## src/rtl/uart_pkg.sv

```systemverilog
// Shared types and constants for the buffered UART transmitter.
// The parity feature is enabled by the UART_TX_PARITY_EN macro in uart_tx_buf.
package uart_pkg;

   typedef enum logic [1:0] {
      PAR_NONE = 2'b00,
      PAR_EVEN = 2'b01,
      PAR_ODD  = 2'b10,
      PAR_RSVD = 2'b11
   } parity_mode_t;

   typedef enum logic [2:0] {
      ST_IDLE,
      ST_START,
      ST_DATA,
      ST_PARITY,
      ST_STOP
   } tx_state_t;

   localparam logic [2:0] DBITS_5 = 3'd0;
   localparam logic [2:0] DBITS_6 = 3'd1;
   localparam logic [2:0] DBITS_7 = 3'd2;
   localparam logic [2:0] DBITS_8 = 3'd3;
   localparam logic [2:0] DBITS_9 = 3'd4;

   // Index of the last data bit in a frame; codes above DBITS_9 behave as 9 bits.
   function automatic logic [3:0] last_data_idx(input logic [2:0] code);
      if (code > DBITS_9) begin
         return 4'd8;
      end
      return {1'b0, code} + 4'd4;
   endfunction

endpackage

```

## src/rtl/sync_fifo.sv

```systemverilog
// Synchronous FIFO with registered read port; rd_data updates only on an accepted pop.
// Pointers wrap naturally, so Depth must be a power of two.
module sync_fifo #(
   parameter int Width = 9,
   parameter int Depth = 4
) (
   input  logic                   clk,
   input  logic                   rst,
   input  logic                   wr_en,
   input  logic [Width-1:0]       wr_data,
   input  logic                   rd_en,
   output logic [Width-1:0]       rd_data,
   output logic                   full,
   output logic                   empty,
   output logic [$clog2(Depth):0] level
);

   localparam int AddrWidth = $clog2(Depth);

   logic [Width-1:0]     mem_q [Depth];
   logic [AddrWidth-1:0] wr_ptr_q;
   logic [AddrWidth-1:0] rd_ptr_q;
   logic [AddrWidth:0]   count_q;
   logic [AddrWidth:0]   count_d;
   logic [Width-1:0]     rd_data_q;
   logic                 wr_fire;
   logic                 rd_fire;

   assign full    = (count_q == (AddrWidth+1)'(Depth));
   assign empty   = (count_q == '0);
   assign wr_fire = wr_en && !full;
   assign rd_fire = rd_en && !empty;
   assign level   = count_q;
   assign rd_data = rd_data_q;

   always_comb begin
      count_d = count_q;
      case ({wr_fire, rd_fire})
         2'b10:   count_d = count_q + 1'b1;
         2'b01:   count_d = count_q - 1'b1;
         default: count_d = count_q;
      endcase
   end

   // Storage carries no reset so it maps onto block RAM; the pointers define validity.
   always_ff @(posedge clk) begin
      if (wr_fire) begin
         mem_q[wr_ptr_q] <= wr_data;
      end
   end

   always_ff @(posedge clk) begin
      if (rst) begin
         wr_ptr_q  <= '0;
         rd_ptr_q  <= '0;
         count_q   <= '0;
         rd_data_q <= '0;
      end else begin
         count_q <= count_d;
         if (wr_fire) begin
            wr_ptr_q <= wr_ptr_q + 1'b1;
         end
         if (rd_fire) begin
            rd_ptr_q  <= rd_ptr_q + 1'b1;
            rd_data_q <= mem_q[rd_ptr_q];
         end
      end
   end

endmodule

```

## src/rtl/uart_tx_buf.sv

```systemverilog
// Buffered UART transmitter: FIFO feeding a frame serializer with runtime-configurable framing.
// Define UART_TX_PARITY_EN to build the optional parity bit; otherwise parity_mode is ignored.
module uart_tx_buf
   import uart_pkg::*;
#(
   parameter int ClkDivWidth = 16,
   parameter int FifoDepth   = 4,
   parameter int MaxDataBits = 9
) (
   input  logic                       clk,
   input  logic                       rst,
   input  logic [ClkDivWidth-1:0]     clk_div,
   input  logic [2:0]                 data_bits,
   input  logic [1:0]                 parity_mode,
   input  logic                       two_stop,
   input  logic                       tx_enable,
   input  logic [MaxDataBits-1:0]     data_in,
   input  logic                       data_in_valid,
   output logic                       data_in_ready,
   output logic                       out_bit,
   output logic                       busy,
   output logic [$clog2(FifoDepth):0] fifo_level
);

   logic                   fifo_full;
   logic                   fifo_empty;
   logic                   fifo_pop;
   logic [MaxDataBits-1:0] fifo_rd_data;

   tx_state_t              state_q;
   logic [ClkDivWidth-1:0] div_q;
   logic [ClkDivWidth-1:0] div_cnt_q;
   logic [2:0]             dbits_q;
   logic                   two_stop_q;
   logic [3:0]             bit_cnt_q;
   logic [MaxDataBits-1:0] shift_q;
   logic                   out_bit_q;
   logic                   busy_q;

   logic                   bit_end;
   logic                   start_ok;
   logic                   stop_done;
   logic [3:0]             last_idx;

   sync_fifo #(
      .Width (MaxDataBits),
      .Depth (FifoDepth)
   ) u_fifo (
      .clk     (clk),
      .rst     (rst),
      .wr_en   (data_in_valid),
      .wr_data (data_in),
      .rd_en   (fifo_pop),
      .rd_data (fifo_rd_data),
      .full    (fifo_full),
      .empty   (fifo_empty),
      .level   (fifo_level)
   );

   assign data_in_ready = !fifo_full;
   assign out_bit       = out_bit_q;
   assign busy          = busy_q;

   assign bit_end   = (div_cnt_q == div_q);
   assign start_ok  = tx_enable && !fifo_empty;
   assign last_idx  = last_data_idx(dbits_q);
   // With two stop bits, bit_cnt_q[0] marks the second stop period.
   assign stop_done = (state_q == ST_STOP) && bit_end && (!two_stop_q || bit_cnt_q[0]);
   assign fifo_pop  = start_ok && ((state_q == ST_IDLE) || stop_done);

`ifdef UART_TX_PARITY_EN
   parity_mode_t           par_q;
   logic                   parity_bit_q;
   logic                   parity_on;
   logic [MaxDataBits-1:0] data_mask;
   logic                   word_parity;

   for (genvar gi = 0; gi < MaxDataBits; gi++) begin : g_mask
      assign data_mask[gi] = (gi <= int'(last_idx));
   end

   assign word_parity = ^(fifo_rd_data & data_mask);
   assign parity_on   = (par_q == PAR_EVEN) || (par_q == PAR_ODD);
`else
   logic unused_parity;
   assign unused_parity = ^parity_mode;
`endif

   // Frame configuration is captured together with each pop and held for that frame.
   always_ff @(posedge clk) begin
      if (rst) begin
         div_q      <= '0;
         dbits_q    <= DBITS_5;
         two_stop_q <= 1'b0;
`ifdef UART_TX_PARITY_EN
         par_q      <= PAR_NONE;
`endif
      end else if (fifo_pop) begin
         div_q      <= clk_div;
         dbits_q    <= data_bits;
         two_stop_q <= two_stop;
`ifdef UART_TX_PARITY_EN
         par_q      <= parity_mode_t'(parity_mode);
`endif
      end
   end

   always_ff @(posedge clk) begin
      if (rst) begin
         state_q   <= ST_IDLE;
         div_cnt_q <= '0;
         bit_cnt_q <= '0;
         shift_q   <= '0;
         out_bit_q <= 1'b1;
         busy_q    <= 1'b0;
`ifdef UART_TX_PARITY_EN
         parity_bit_q <= 1'b0;
`endif
      end else begin
         if (state_q != ST_IDLE) begin
            div_cnt_q <= bit_end ? '0 : div_cnt_q + 1'b1;
         end

         unique case (state_q)
            ST_IDLE: begin
               if (fifo_pop) begin
                  state_q   <= ST_START;
                  out_bit_q <= 1'b0;
                  busy_q    <= 1'b1;
                  div_cnt_q <= '0;
                  bit_cnt_q <= '0;
               end
            end

            // The popped word is stable in fifo_rd_data for the whole start bit.
            ST_START: begin
               if (bit_end) begin
                  state_q   <= ST_DATA;
                  out_bit_q <= fifo_rd_data[0];
                  shift_q   <= fifo_rd_data >> 1;
                  bit_cnt_q <= '0;
`ifdef UART_TX_PARITY_EN
                  parity_bit_q <= word_parity ^ (par_q == PAR_ODD);
`endif
               end
            end

            ST_DATA: begin
               if (bit_end) begin
                  if (bit_cnt_q == last_idx) begin
                     bit_cnt_q <= '0;
`ifdef UART_TX_PARITY_EN
                     if (parity_on) begin
                        state_q   <= ST_PARITY;
                        out_bit_q <= parity_bit_q;
                     end else begin
                        state_q   <= ST_STOP;
                        out_bit_q <= 1'b1;
                     end
`else
                     state_q   <= ST_STOP;
                     out_bit_q <= 1'b1;
`endif
                  end else begin
                     bit_cnt_q <= bit_cnt_q + 1'b1;
                     out_bit_q <= shift_q[0];
                     shift_q   <= shift_q >> 1;
                  end
               end
            end

`ifdef UART_TX_PARITY_EN
            ST_PARITY: begin
               if (bit_end) begin
                  state_q   <= ST_STOP;
                  out_bit_q <= 1'b1;
               end
            end
`endif

            ST_STOP: begin
               if (bit_end) begin
                  if (!stop_done) begin
                     bit_cnt_q <= bit_cnt_q + 1'b1;
                  end else if (fifo_pop) begin
                     state_q   <= ST_START;
                     out_bit_q <= 1'b0;
                     bit_cnt_q <= '0;
                  end else begin
                     state_q   <= ST_IDLE;
                     busy_q    <= 1'b0;
                     bit_cnt_q <= '0;
                  end
               end
            end

            default: begin
               state_q   <= ST_IDLE;
               out_bit_q <= 1'b1;
               busy_q    <= 1'b0;
            end
         endcase
      end
   end

endmodule

```

## config.mk

```make
export PLATFORM = sky130hd
export DESIGN_NAME = uart_tx_buf
export DESIGN_NICKNAME = d
export VERILOG_FILES = /design/src/rtl/uart_pkg.sv /design/src/rtl/sync_fifo.sv /design/src/rtl/uart_tx_buf.sv
export SDC_FILE = /design/constraint.sdc
export NUM_CORES = 1
export LEC_CHECK = 0
export ABC_AREA = 1
export CORE_AREA = 10 10 135 168
export CTS_CLUSTER_SIZE = 25
export DETAILED_ROUTE_END_ITERATION = 8
export DIE_AREA = 0 0 145 178
export PLACE_DENSITY = 0.42
export SYNTH_ARGS = -nofsm -noshare
export SYNTH_HDL_FRONTEND = slang
export SYNTH_SLANG_ARGS = --single-unit
```

## constraint.sdc

```tcl
create_clock -name clk -period 3.2 [get_ports clk]
set_clock_uncertainty 0.1 [all_clocks]
set_input_delay 0.64 -clock clk [delete_from_list [all_inputs] [get_ports clk]]
set_output_delay 0.64 -clock clk [all_outputs]
set_load 0.02 [all_outputs]
```

==> results.md <==
- Path depth of the worst reg2reg path: 17
- Rows: 57
- Initial DRC count: 142
- Syn avg cell area: slightly below 8 um^2
- Die Height: 178 um
- Clock Sinks: about 110
- RSZ-0062 raised after global routing: false
- Yosys warns: 0
- Multiplexer share of the synthesized area: 0%
- Final setup fails: 0
- Crit path top cell by count: nand2_1
- Highest-count cells in the layout ignoring fill and taps: nand2_1, o21ai_0, nor2_1
- Post-synthesis sequential area ratio: between 50% and 60%
- Top post-synthesis cells by area: dfxtp_1, edfxtp_1, nand2_1
- Syn Std Cell Area: about 4800 um^2
- Hold Vio Cnt, Final: 0
- First-pass GRT wire length: between 15 and 20 mm
- WL per Instance: between 10 and 15 um
- Largest family of logic cells by synthesized area: simple AND/OR/NAND/NOR gates
- Fin crit share: roughly 80%
- Leak: 2.20 nW
- R2R Setup Slk: approximately 0.65 ns
- Slew Viols, Final: 0
- Max Cap Viol: 0
- CP max stage cell: dfxtp_1
- Largest net degree at the start of global routing: 50
- CTS Buf Count: 9
- Commonest non-fill, non-tap cell in the layout: nand2_1
- Vias/cell: between 4 and 5
- Hold Path Sink: shift_q[1]
- Worst setup SP type: flip-flop
- Worst VDD drop: between 0.3 and 0.4 mV
- CP top delay family: simple AND/OR/NAND/NOR gates
- Crit path capture type: flip-flop
- Total track usage: 9.03%
- Run status: complete, no violations
- Max Buffers Root-to-Sink: 2
- Routability Congestion: about 0.8
- Worst Path Buf+Inv: 3
- Tightest Pin Transition: 0.614 ns
- Sw Share: about two fifths
- CP Data Arrival Time: roughly 2.7 ns
- I/O Buffers: 38
- Post-Synthesis Cells: roughly 600
- Slew margin rel.: 59.0%
- CTS tree: yes
- Routed Antenna Nets: 0
- Hold slack: 0.346 ns
- Setup bufs post-CTS: 0
- Switching Power: approximately 1.8 mW
- Gr ovfl total: 0
- Time the worst path needs with I/O delays and setup: around 2.5 ns
- CTS H-Tree Depth: 3
- Area leader, netlist: dfxtp_1
- Worst Hold Depth: 2
- Post-synth top flop: dfxtp_1
- Worst R2R End: u_fifo.level[2]
- Ys async rst share: 0%
- Post-cts resize count: 0
- Fraction of layout instances using a drive strength above 1: under 10%
- Internal power: approximately 2.8 mW
- Post-synth EDFFs: 36
- Beginning of the critical path: div_cnt_q[13]
- F_max: 0.392 GHz
- Final HPWL DP: just over 8 mm
- PwrDens: roughly 800 nW/um^2
- Die Wd: around 150 um
- Synth Area in Simple Gates: 19.8%
- Hold_sp: shift_q[1]
- PnR Total Power: ~4.6 mW
- Worst Path Max Fanout: 4
- Nets: 683
- Crit path kind: reg -> reg
- Clock network power share: 24.7%
- Area growth from synthesis to layout: 21.2%
- Synth Area in XOR/XNOR: under 10%
- Pre-Repair DR Iteration Count: 4
- Worst-path cell chain: inv_1, nand2_1, nand2_1, nor2_1, nand2_1, nor2_2, nand3_2, nand2_2, nand2_2, inv_2, ha_1, inv_1, fa_1, a21oi_1, o21ai_0, o21ai_0, a21oi_1
- Initial core utilization: approximately 25%
- Compound-Gate Fraction of Synth Area: around 16%
- Cts hold-fix bufs: 0
- DRC: 0
- Routed vias: roughly 3900
- Post-synthesis adder-cell area fraction: 2.25%
- Core Box Area: roughly 19000 um^2
- Worst-path clk slew: approximately 0.080 ns
- Total inserted antenna cells: 0
- Yosys cell types: 32
- Number of global-route vias before repair: approximately 3800
- Root buffer cell: clkbuf_16
- CP max stage delay: 0.38 ns
- Clk_lat worst skew: between 0.3 and 0.4 ns
- DIE AREA: roughly 26000 um^2
- WL final: roughly 11 mm
- Net Count, Synth: 644
- Worst Hold Class: reg -> reg
- FF+latch count, synth: 105
- Register share of total power: about two fifths
- Fin Setup TNS: 0 ns
- RR Startpoint: div_cnt_q[13]
- Post-synth top area share: 28.9%
- Combinational power share: approximately 36%
- Antenna violations before repair: 0
- Io pins: 41
- Worst endpoint required time: around 3.3 ns
## routing by layer
layer | part of all wire [%] | global-route usage (%) | routed length (um)
met4 | 1.6 | 3.75 | 178
met5 | 0 | 0 | 0
met1 | 47 | 10.2 | 5290
met3 | 3.0 | 2.28 | 342
met2 | 49 | 15.9 | 5540
## power by group through the flow
stage                     logic (mW)  registers, mW  clock network [mW]
after global routing            1.93           1.83                1.24
after global placement          1.70           1.83                   0
after detailed placement        1.71           1.83                   0
after floorplan                 1.22           1.82                   0
final                           1.67           1.80                1.13
after CTS                       1.71           1.80                1.18
## worst max-delay path by stage
| stage | end | slack, ns | depth (start not counted) |
|---|---|---|---|
| after floorplan | u_fifo.level[2] | 0.68 | 12 |
| final | u_fifo.level[2] | 0.65 | 17 |
| after detailed placement | u_fifo.level[2] | 0.41 | 12 |
| after global routing | u_fifo.level[2] | 0.37 | 17 |
| after global placement | u_fifo.level[2] | 0.41 | 12 |
| after CTS | u_fifo.level[2] | 0.65 | 17 |
## metrics by stage
step,worst slack [ns],cell area (um^2),util (%),instances
5_1_grt,0.371,5790,29.9,910
3_5_place_dp,0.411,5480,28.3,894
4_1_cts,0.645,5790,29.9,910
2_1_floorplan,0.677,4770,-,601
6_report,0.650,5790,29.9,910
3_3_place_gp,0.406,5480,28.3,894
## registers in the layout, summed over array words and instances (netlist names)
signal	cells
div_cnt_q	16
bit_cnt_q	4
u_fifo.mem_q	36
u_fifo.rd_data	9
two_stop_q	1
u_fifo.rd_ptr_q	2
u_fifo.wr_ptr_q	2
u_fifo.level	3
div_q	16
out_bit	1
shift_q	8
busy	1
dbits_q	3
state_q	3
## logic make-up (layout without fill, tap and decap cells)
kind of cell             Yosys count  count (layout)
flip-flops                       105             105
XOR/XNOR                           9               9
adder cells (fa/ha/maj)            8               8
buffers and inverters             98             142
AND/OR/NAND/NOR                  232             232
AO/OA/AOI/OAI                    149             149
## worst min-delay path: cells and delay by family (launching register included)
kind,cells,cell delay [ns]
buffers and inverters,1,0.05
AO/OA/AOI/OAI,1,0.05
flip-flops,1,0.30
## layout make-up
type                       count  area [um^2]
multi-input combinational    398         1910
fill                        2104        13500
clock inverter                 7         86.3
inverter                      76          285
sequential                   105         2460
timing repair buffer          50          483
tap                          265          332
clock buffer                   9          225
## cells in the mapped netlist, types with 2 or more instances
| cell | instances |
|---|---|
| nand2_1 | 116 |
| o21ai_0 | 75 |
| nor2_1 | 74 |
| dfxtp_1 | 69 |
| inv_1 | 67 |
| a21oi_1 | 52 |
| edfxtp_1 | 36 |
| nand3_1 | 23 |
| clkbuf_1 | 13 |
| o22ai_1 | 10 |
| inv_2 | 8 |
| ha_1 | 7 |
| nor2_2 | 6 |
| nor3_1 | 6 |
| xor2_1 | 6 |
| nand4_1 | 4 |
| o21ai_1 | 4 |
| buf_2 | 3 |
| buf_6 | 3 |
| xnor2_1 | 3 |
| a31oi_1 | 2 |
| buf_1 | 2 |
| nand2_2 | 2 |
| o211a_1 | 2 |
(Power assumes the default switching activity.)
